`src/rtl/mem_bus_pattern_driver_if.sv`:
```
// Memory-bus bundle between the pattern driver (master) and a RAM-like target (slave).
// data_in carries the target's registered read data back to the master.
interface mem_bus_pattern_driver_if #(
  parameter int unsigned addr_size = 16,
  parameter int unsigned word_size = 16
);
  logic [addr_size-1:0] addr;
  logic [word_size-1:0] data_out;
  logic [word_size-1:0] data_in;
  logic                 write_en;

  modport master (
    output addr,
    output data_out,
    output write_en,
    input  data_in
  );

  modport slave (
    input  addr,
    input  data_out,
    input  write_en,
    output data_in
  );
endinterface

```
`src/rtl/mem_bus_pattern_driver.sv`:
```
// Writes a packed word pattern into a memory window, reads it back and scores every word.
// Optional macro MEM_DRIVER_STOP_ON_MISMATCH_EN ends the sequence on the first failing compare.
module mem_bus_pattern_driver #(
  parameter int unsigned                     addr_size     = 16,
  parameter int unsigned                     word_size     = 16,
  parameter int unsigned                     array_size    = 2,
  parameter logic [addr_size-1:0]            base_addr     = '0,
  parameter logic [array_size*word_size-1:0] array_content = 32'hFFFFFFFF
) (
  input  logic                     clk,
  input  logic                     reset,
  input  logic                     start,
  mem_bus_pattern_driver_if.master bus,
  output logic                     busy,
  output logic                     done,
  output logic                     readback_ok,
  output logic [addr_size-1:0]     mismatch_count,
  output logic [addr_size-1:0]     first_bad_index
);

  localparam int unsigned idx_w = (array_size > 1) ? $clog2(array_size) : 1;
  localparam logic [idx_w-1:0] last_idx = idx_w'(array_size - 1);

  typedef enum logic [2:0] {
    IDLE,
    WRITE,
    READ,
    DRAIN,
    DONE
  } state_t;

  state_t               state;
  logic [idx_w-1:0]     idx;
  logic [idx_w-1:0]     idx_next;
  logic [addr_size-1:0] addr_q;
  logic [word_size-1:0] wdata_q;
  logic                 we_q;

  // Read-tracking pipeline: stage 0 = read issued, stage 1 = target data arriving next edge.
  logic                 pv0;
  logic                 pv1;
  logic [idx_w-1:0]     pi0;
  logic [idx_w-1:0]     pi1;

  logic                 cmp_bad;
  logic [addr_size-1:0] cnt_next;
  logic [addr_size-1:0] fbi_next;

  function automatic logic [word_size-1:0] word_at(input logic [idx_w-1:0] i);
    return word_size'(array_content >> (int'(i) * word_size));
  endfunction

  function automatic logic [addr_size-1:0] win_addr(input logic [idx_w-1:0] i);
    return base_addr + addr_size'(i);
  endfunction

  assign bus.addr     = addr_q;
  assign bus.data_out = wdata_q;
  assign bus.write_en = we_q;

  assign idx_next = idx + idx_w'(1);

  // Score the read whose data is on data_in this cycle.
  always_comb begin
    cmp_bad  = pv1 && (bus.data_in != word_at(pi1));
    cnt_next = mismatch_count;
    fbi_next = first_bad_index;
    if (cmp_bad) begin
      if (mismatch_count != '1) begin
        cnt_next = mismatch_count + addr_size'(1);
      end
      if (first_bad_index == '1) begin
        fbi_next = addr_size'(pi1);
      end
    end
  end

  always_ff @(posedge clk or negedge reset) begin
    if (!reset) begin
      state           <= IDLE;
      idx             <= '0;
      addr_q          <= '0;
      wdata_q         <= '0;
      we_q            <= 1'b0;
      busy            <= 1'b0;
      done            <= 1'b0;
      readback_ok     <= 1'b0;
      mismatch_count  <= '0;
      first_bad_index <= '1;
      pv0             <= 1'b0;
      pv1             <= 1'b0;
      pi0             <= '0;
      pi1             <= '0;
    end else begin
      pv1             <= pv0;
      pi1             <= pi0;
      pv0             <= 1'b0;
      mismatch_count  <= cnt_next;
      first_bad_index <= fbi_next;

      case (state)
        IDLE, DONE: begin
          if (start) begin
            state           <= WRITE;
            idx             <= '0;
            addr_q          <= base_addr;
            wdata_q         <= word_at('0);
            we_q            <= 1'b1;
            busy            <= 1'b1;
            done            <= 1'b0;
            readback_ok     <= 1'b0;
            mismatch_count  <= '0;
            first_bad_index <= '1;
          end
        end

        WRITE: begin
          if (idx == last_idx) begin
            // Last word written: this edge also issues read 0.
            state   <= READ;
            idx     <= '0;
            addr_q  <= base_addr;
            wdata_q <= '0;
            we_q    <= 1'b0;
            pv0     <= 1'b1;
            pi0     <= '0;
          end else begin
            idx     <= idx_next;
            addr_q  <= win_addr(idx_next);
            wdata_q <= word_at(idx_next);
          end
        end

        READ: begin
          if (idx == last_idx) begin
            state  <= DRAIN;
            addr_q <= '0;
          end else begin
            idx    <= idx_next;
            addr_q <= win_addr(idx_next);
            pv0    <= 1'b1;
            pi0    <= idx_next;
          end
        end

        DRAIN: begin
          // The final compare lands on this edge and is folded into readback_ok.
          if (!pv0) begin
            state       <= DONE;
            done        <= 1'b1;
            busy        <= 1'b0;
            readback_ok <= (cnt_next == '0);
          end
        end

        default: state <= IDLE;
      endcase

`ifdef MEM_DRIVER_STOP_ON_MISMATCH_EN
      if (cmp_bad) begin
        state       <= DONE;
        done        <= 1'b1;
        busy        <= 1'b0;
        readback_ok <= 1'b0;
        idx         <= '0;
        addr_q      <= '0;
        wdata_q     <= '0;
        we_q        <= 1'b0;
        pv0         <= 1'b0;
        pv1         <= 1'b0;
      end
`endif
    end
  end

endmodule

```
`src/flat_wrapper.sv`:
```
// flat-port wrapper written by rule: the top's interface ports become plain ports
module mem_bus_pattern_driver_flat 
#(
  parameter int unsigned                     addr_size     = 16,
  parameter int unsigned                     word_size     = 16,
  parameter int unsigned                     array_size    = 2,
  parameter logic [addr_size-1:0]            base_addr     = '0,
  parameter logic [array_size*word_size-1:0] array_content = 32'hFFFFFFFF
)
  (clk, reset, start, busy, done, readback_ok, mismatch_count, first_bad_index, bus_addr, bus_data_out, bus_write_en, bus_data_in);
  mem_bus_pattern_driver_if #(.addr_size(addr_size), .word_size(word_size)) bus_i ();
  input  logic clk;
  input  logic reset;
  input  logic start;
  output logic busy;
  output logic done;
  output logic readback_ok;
  output logic [addr_size-1:0] mismatch_count;
  output logic [addr_size-1:0] first_bad_index;
  output wire logic [$bits(bus_i.addr)-1:0] bus_addr;
  output wire logic [$bits(bus_i.data_out)-1:0] bus_data_out;
  output wire logic [$bits(bus_i.write_en)-1:0] bus_write_en;
  input wire logic [$bits(bus_i.data_in)-1:0] bus_data_in;
  assign bus_addr = bus_i.addr;
  assign bus_data_out = bus_i.data_out;
  assign bus_write_en = bus_i.write_en;
  assign bus_i.data_in = bus_data_in;
  mem_bus_pattern_driver #(.addr_size(addr_size), .word_size(word_size), .array_size(array_size), .base_addr(base_addr), .array_content(array_content)) u_core (.clk(clk), .reset(reset), .start(start), .bus(bus_i), .busy(busy), .done(done), .readback_ok(readback_ok), .mismatch_count(mismatch_count), .first_bad_index(first_bad_index));
endmodule
```
`config.mk`:
```
export PLATFORM = sky130hd
export DESIGN_NAME = mem_bus_pattern_driver_flat
export DESIGN_NICKNAME = d
export VERILOG_FILES = /design/src/rtl/mem_bus_pattern_driver_if.sv /design/src/rtl/mem_bus_pattern_driver.sv /design/src/flat_wrapper.sv
export SDC_FILE = /design/constraint.sdc
export NUM_CORES = 1
export LEC_CHECK = 0
export ABC_AREA = 1
export CORE_ASPECT_RATIO = 0.75
export CORE_MARGIN = 2
export CORE_UTILIZATION = 35
export CTS_CLUSTER_DIAMETER = 40
export CTS_CLUSTER_SIZE = 8
export DETAILED_ROUTE_END_ITERATION = 10
export SLEW_MARGIN = 20
export SYNTH_ARGS = -nofsm -noshare
export SYNTH_HDL_FRONTEND = slang
export SYNTH_SLANG_ARGS = --single-unit
```
`constraint.sdc`:
```
create_clock -name clk -period 2.5 [get_ports clk]
set_clock_uncertainty 0.15 [all_clocks]
set_input_delay 0.75 -clock clk [delete_from_list [all_inputs] [get_ports clk]]
set_output_delay 0.75 -clock clk [all_outputs]
set_load 0.01 [all_outputs]
```
==> run metrics <==
status=finished clean; die width=106.7 µm; syn_area_per_cell=7.364 µm²; Reg area=between 0.001 and 0.0015 mm²; multi-input logic area=between 0.001 and 0.0015 mm²; final net count=467; Synth Cell Area=0.002769 mm²; Period minus WS final=2308 ps; total CTS buffers=5; RSZ-0062 raised after global routing=false; post-synth cell types=31; Clock power frac=15.8%; Post-DP Area=0.003567 mm²; io pins=87; first-pass GRT wire length=10800 µm; Max Slew Vio Count=0; ant diodes=0; Clk Latency, worst-skew pair=around 290 ps; Worst Hold Class=reg -> reg; residual DRC count=0; Wirelength per Cell=11.61 µm; Adder-Cell Fraction of Synth Area=less than 1%; number of cells on the critical path=1; Vias per Instance=4.499; Layout area overhead=32.17%; Pwr Total=2.966 mW; Critical Path Max Stage Delay=~600 ps; share of the synthesized area in the top cell type=27.11%; worst vdd ir=0.4433 mV; DR vias=2488; top cells by area, synth=dfrtp_1 27%, nand2_1 17%, dfstp_2 15%, buf_4 8.1%, inv_1 5.2%; worst path cell trace=clkdlybuf4s50_1; Switching Share=between 30% and 40%; most frequent cells in the layout=125 x nand2_1, 70 x clkdlybuf4s50_1, 38 x inv_1, 38 x nor2_1, 29 x dfrtp_1; vias in the first global route=approximately 2.4k; area leader, netlist=dfrtp_1; gpl congestion=0.8540; cell internal pwr=1.865 mW; clk sinks=46; post-synthesis mux area share=0%; cell family with most CP delay=buffers and inverters; Yosys warnings=0; FMAX=433.3 MHz; PD cells=810.3 mW/mm²; total track usage=~15%; largest family of logic cells by synthesized area=simple AND/OR/NAND/NOR gates; Final setup viols=0; GR Overflow Total=0; Combinational Power Share=45.5%; sequential share of the synthesized area=42.30%; Iter 0 DRT Violations=108; Synth Area in XOR/XNOR=0.3163%; Final period util=a little over 90%; Final Hold Viols=0; Clock transition at path regs=around 90 ps; crit path kind=reg -> out; share of cells above drive strength 1=about 15%; CP required=1600 ps; initial core utilization=between 30% and 40%; Startpoint Class=flip-flop; worst r2r path cells=12; Core Footprint=just under 0.008 mm²; HPWL Detailed=4846 µm; hold_ws=~240 ps; Post-DRT Antenna Nets=0; leading cell type in the layout, fill and taps excluded=nand2_1; root buf cell=clkbuf_8; net switching power=1.101 mW; WP data arrival=1410 ps; initial antenna violation count=0; post-route cell area=0.003660 mm²; largest net degree at the start of global routing=47; CP max FO=7; CP max stage cell=clkdlybuf4s50_1; sequential power share=38.7%; Max Cap Viol=0; static leakage power=1.854 nW; Buffers on Ports=71; final core occ=47.06%; final wirelength=6423 µm; DIE AREA=just under 0.009 mm²; Yosys reg bits=between 40 and 50; hold depth=0; number of fill cells=802; TNS Setup=0 ps; post-CTS setup buffers=0; Post-Syn Instances=376; compound-cell area share of the yosys netlist=roughly 5.1%; row count=28; H-tree depth=2; CTS tree=done; CP endpoint kind=output port; WP buf/inv=1; drt pass-1 iters=4; Post-Synth Simple-Gate Area=36.42%; clk buf depth=2; Die H=81.03 µm
[cell usage after synthesis]
cell and count:
nor2_1 38, ha_1 1, buf_6 1, xnor2_1 1, a31o_2 1, nor2_4 1, nor3_2 2, nand2_4 3
buf_4 30, nor2_8 1, inv_1 38, nor2_2 4, clkbuf_1 2, dfstp_2 16, clkinv_1 1, a21oi_1 16
nor4_1 1, o21ai_0 8, nand2_2 8, dfrtp_1 30, conb_1 1, nand3_2 4, nor3_1 3, a211oi_1 1
nand2_1 125, nand3_1 19, o21ai_1 1, buf_2 5, inv_2 2, nand4_1 8, nand3b_1 4
[cells by family (layout without fill, tap and decap cells)]
| family | Yosys count | after routing |
|---|---|---|
| other cells | 1 | 15 |
| xor+xnor | 1 | 1 |
| compound gates | 27 | 27 |
| buf+inv | 79 | 137 |
| fa+ha+maj | 1 | 1 |
| flops | 46 | 46 |
| simple gates | 221 | 221 |
[state kept, by name, indices dropped and copies added, names as in the netlist]
register                count
u_core.idx                  1
u_core.mismatch_count      16
u_core.bus.data_out         1
u_core.bus.addr             1
u_core.pv0                  1
u_core.bus.write_en         1
u_core.state                3
u_core.busy                 1
u_core.readback_ok          1
u_core.pv1                  1
u_core.first_bad_index     16
u_core.pi0                  1
u_core.pi1                  1
u_core.done                 1
[worst paths after layout]
check	from	to	slack [ps]
max in group asynchronous	reset	u_core.first_bad_index[9]	1650
setup reg to reg	u_core.mismatch_count[0]	u_core.readback_ok	410
hold reg to reg	u_core.pv0	u_core.pv1	240
hold / removal	u_core.pv0	u_core.pv1	240
setup / recovery	u_core.mismatch_count[2]	mismatch_count[2]	190
min in group asynchronous	reset	u_core.bus.addr[0]	280
[what timing repair did]
action | 4_1_cts | 5_1_grt
setup endpoints to repair | 0 | 16
hold buffers | 0 | 0
gates resized for setup | 0 | 1
[power by group through the flow]
stage	Sequential, mW	Clock, mW	Combinational (mW)
floorplan	1.18	0	0.756
global placement	1.16	0	1.34
detailed placement	1.16	0	1.36
CTS	1.15	0.490	1.36
global route	1.19	0.526	1.50
finish	1.15	0.468	1.35
[metal layers]
layer	vias to the layer above	global-route usage [%]	wire [µm]
li1	1269	-	-
met1	1142	22.00	3297
met2	73	25.16	2765
met3	4	3.130	333
met4	0	1.948	27
met5	-	0	0
[layout make-up]
class                   count  share of cell area (%)
clock buffers               7                   2.359
clock inverters             1                  0.1368
inverters                  41                   4.205
multi-input cells         265                   33.54
flip-flops and latches     46                   32.03
well taps                 105                   3.590
repair buffers             88                   24.14
[through the flow]
step,instances,setup slack [ps]
after floorplan,390,523.3
after detailed placement,545,-36.81
final,553,192.0
after global routing,553,28.24
after global placement,545,-31.32
after CTS,553,17.68
No activity file was read; power rests on OpenSTA's default activity.
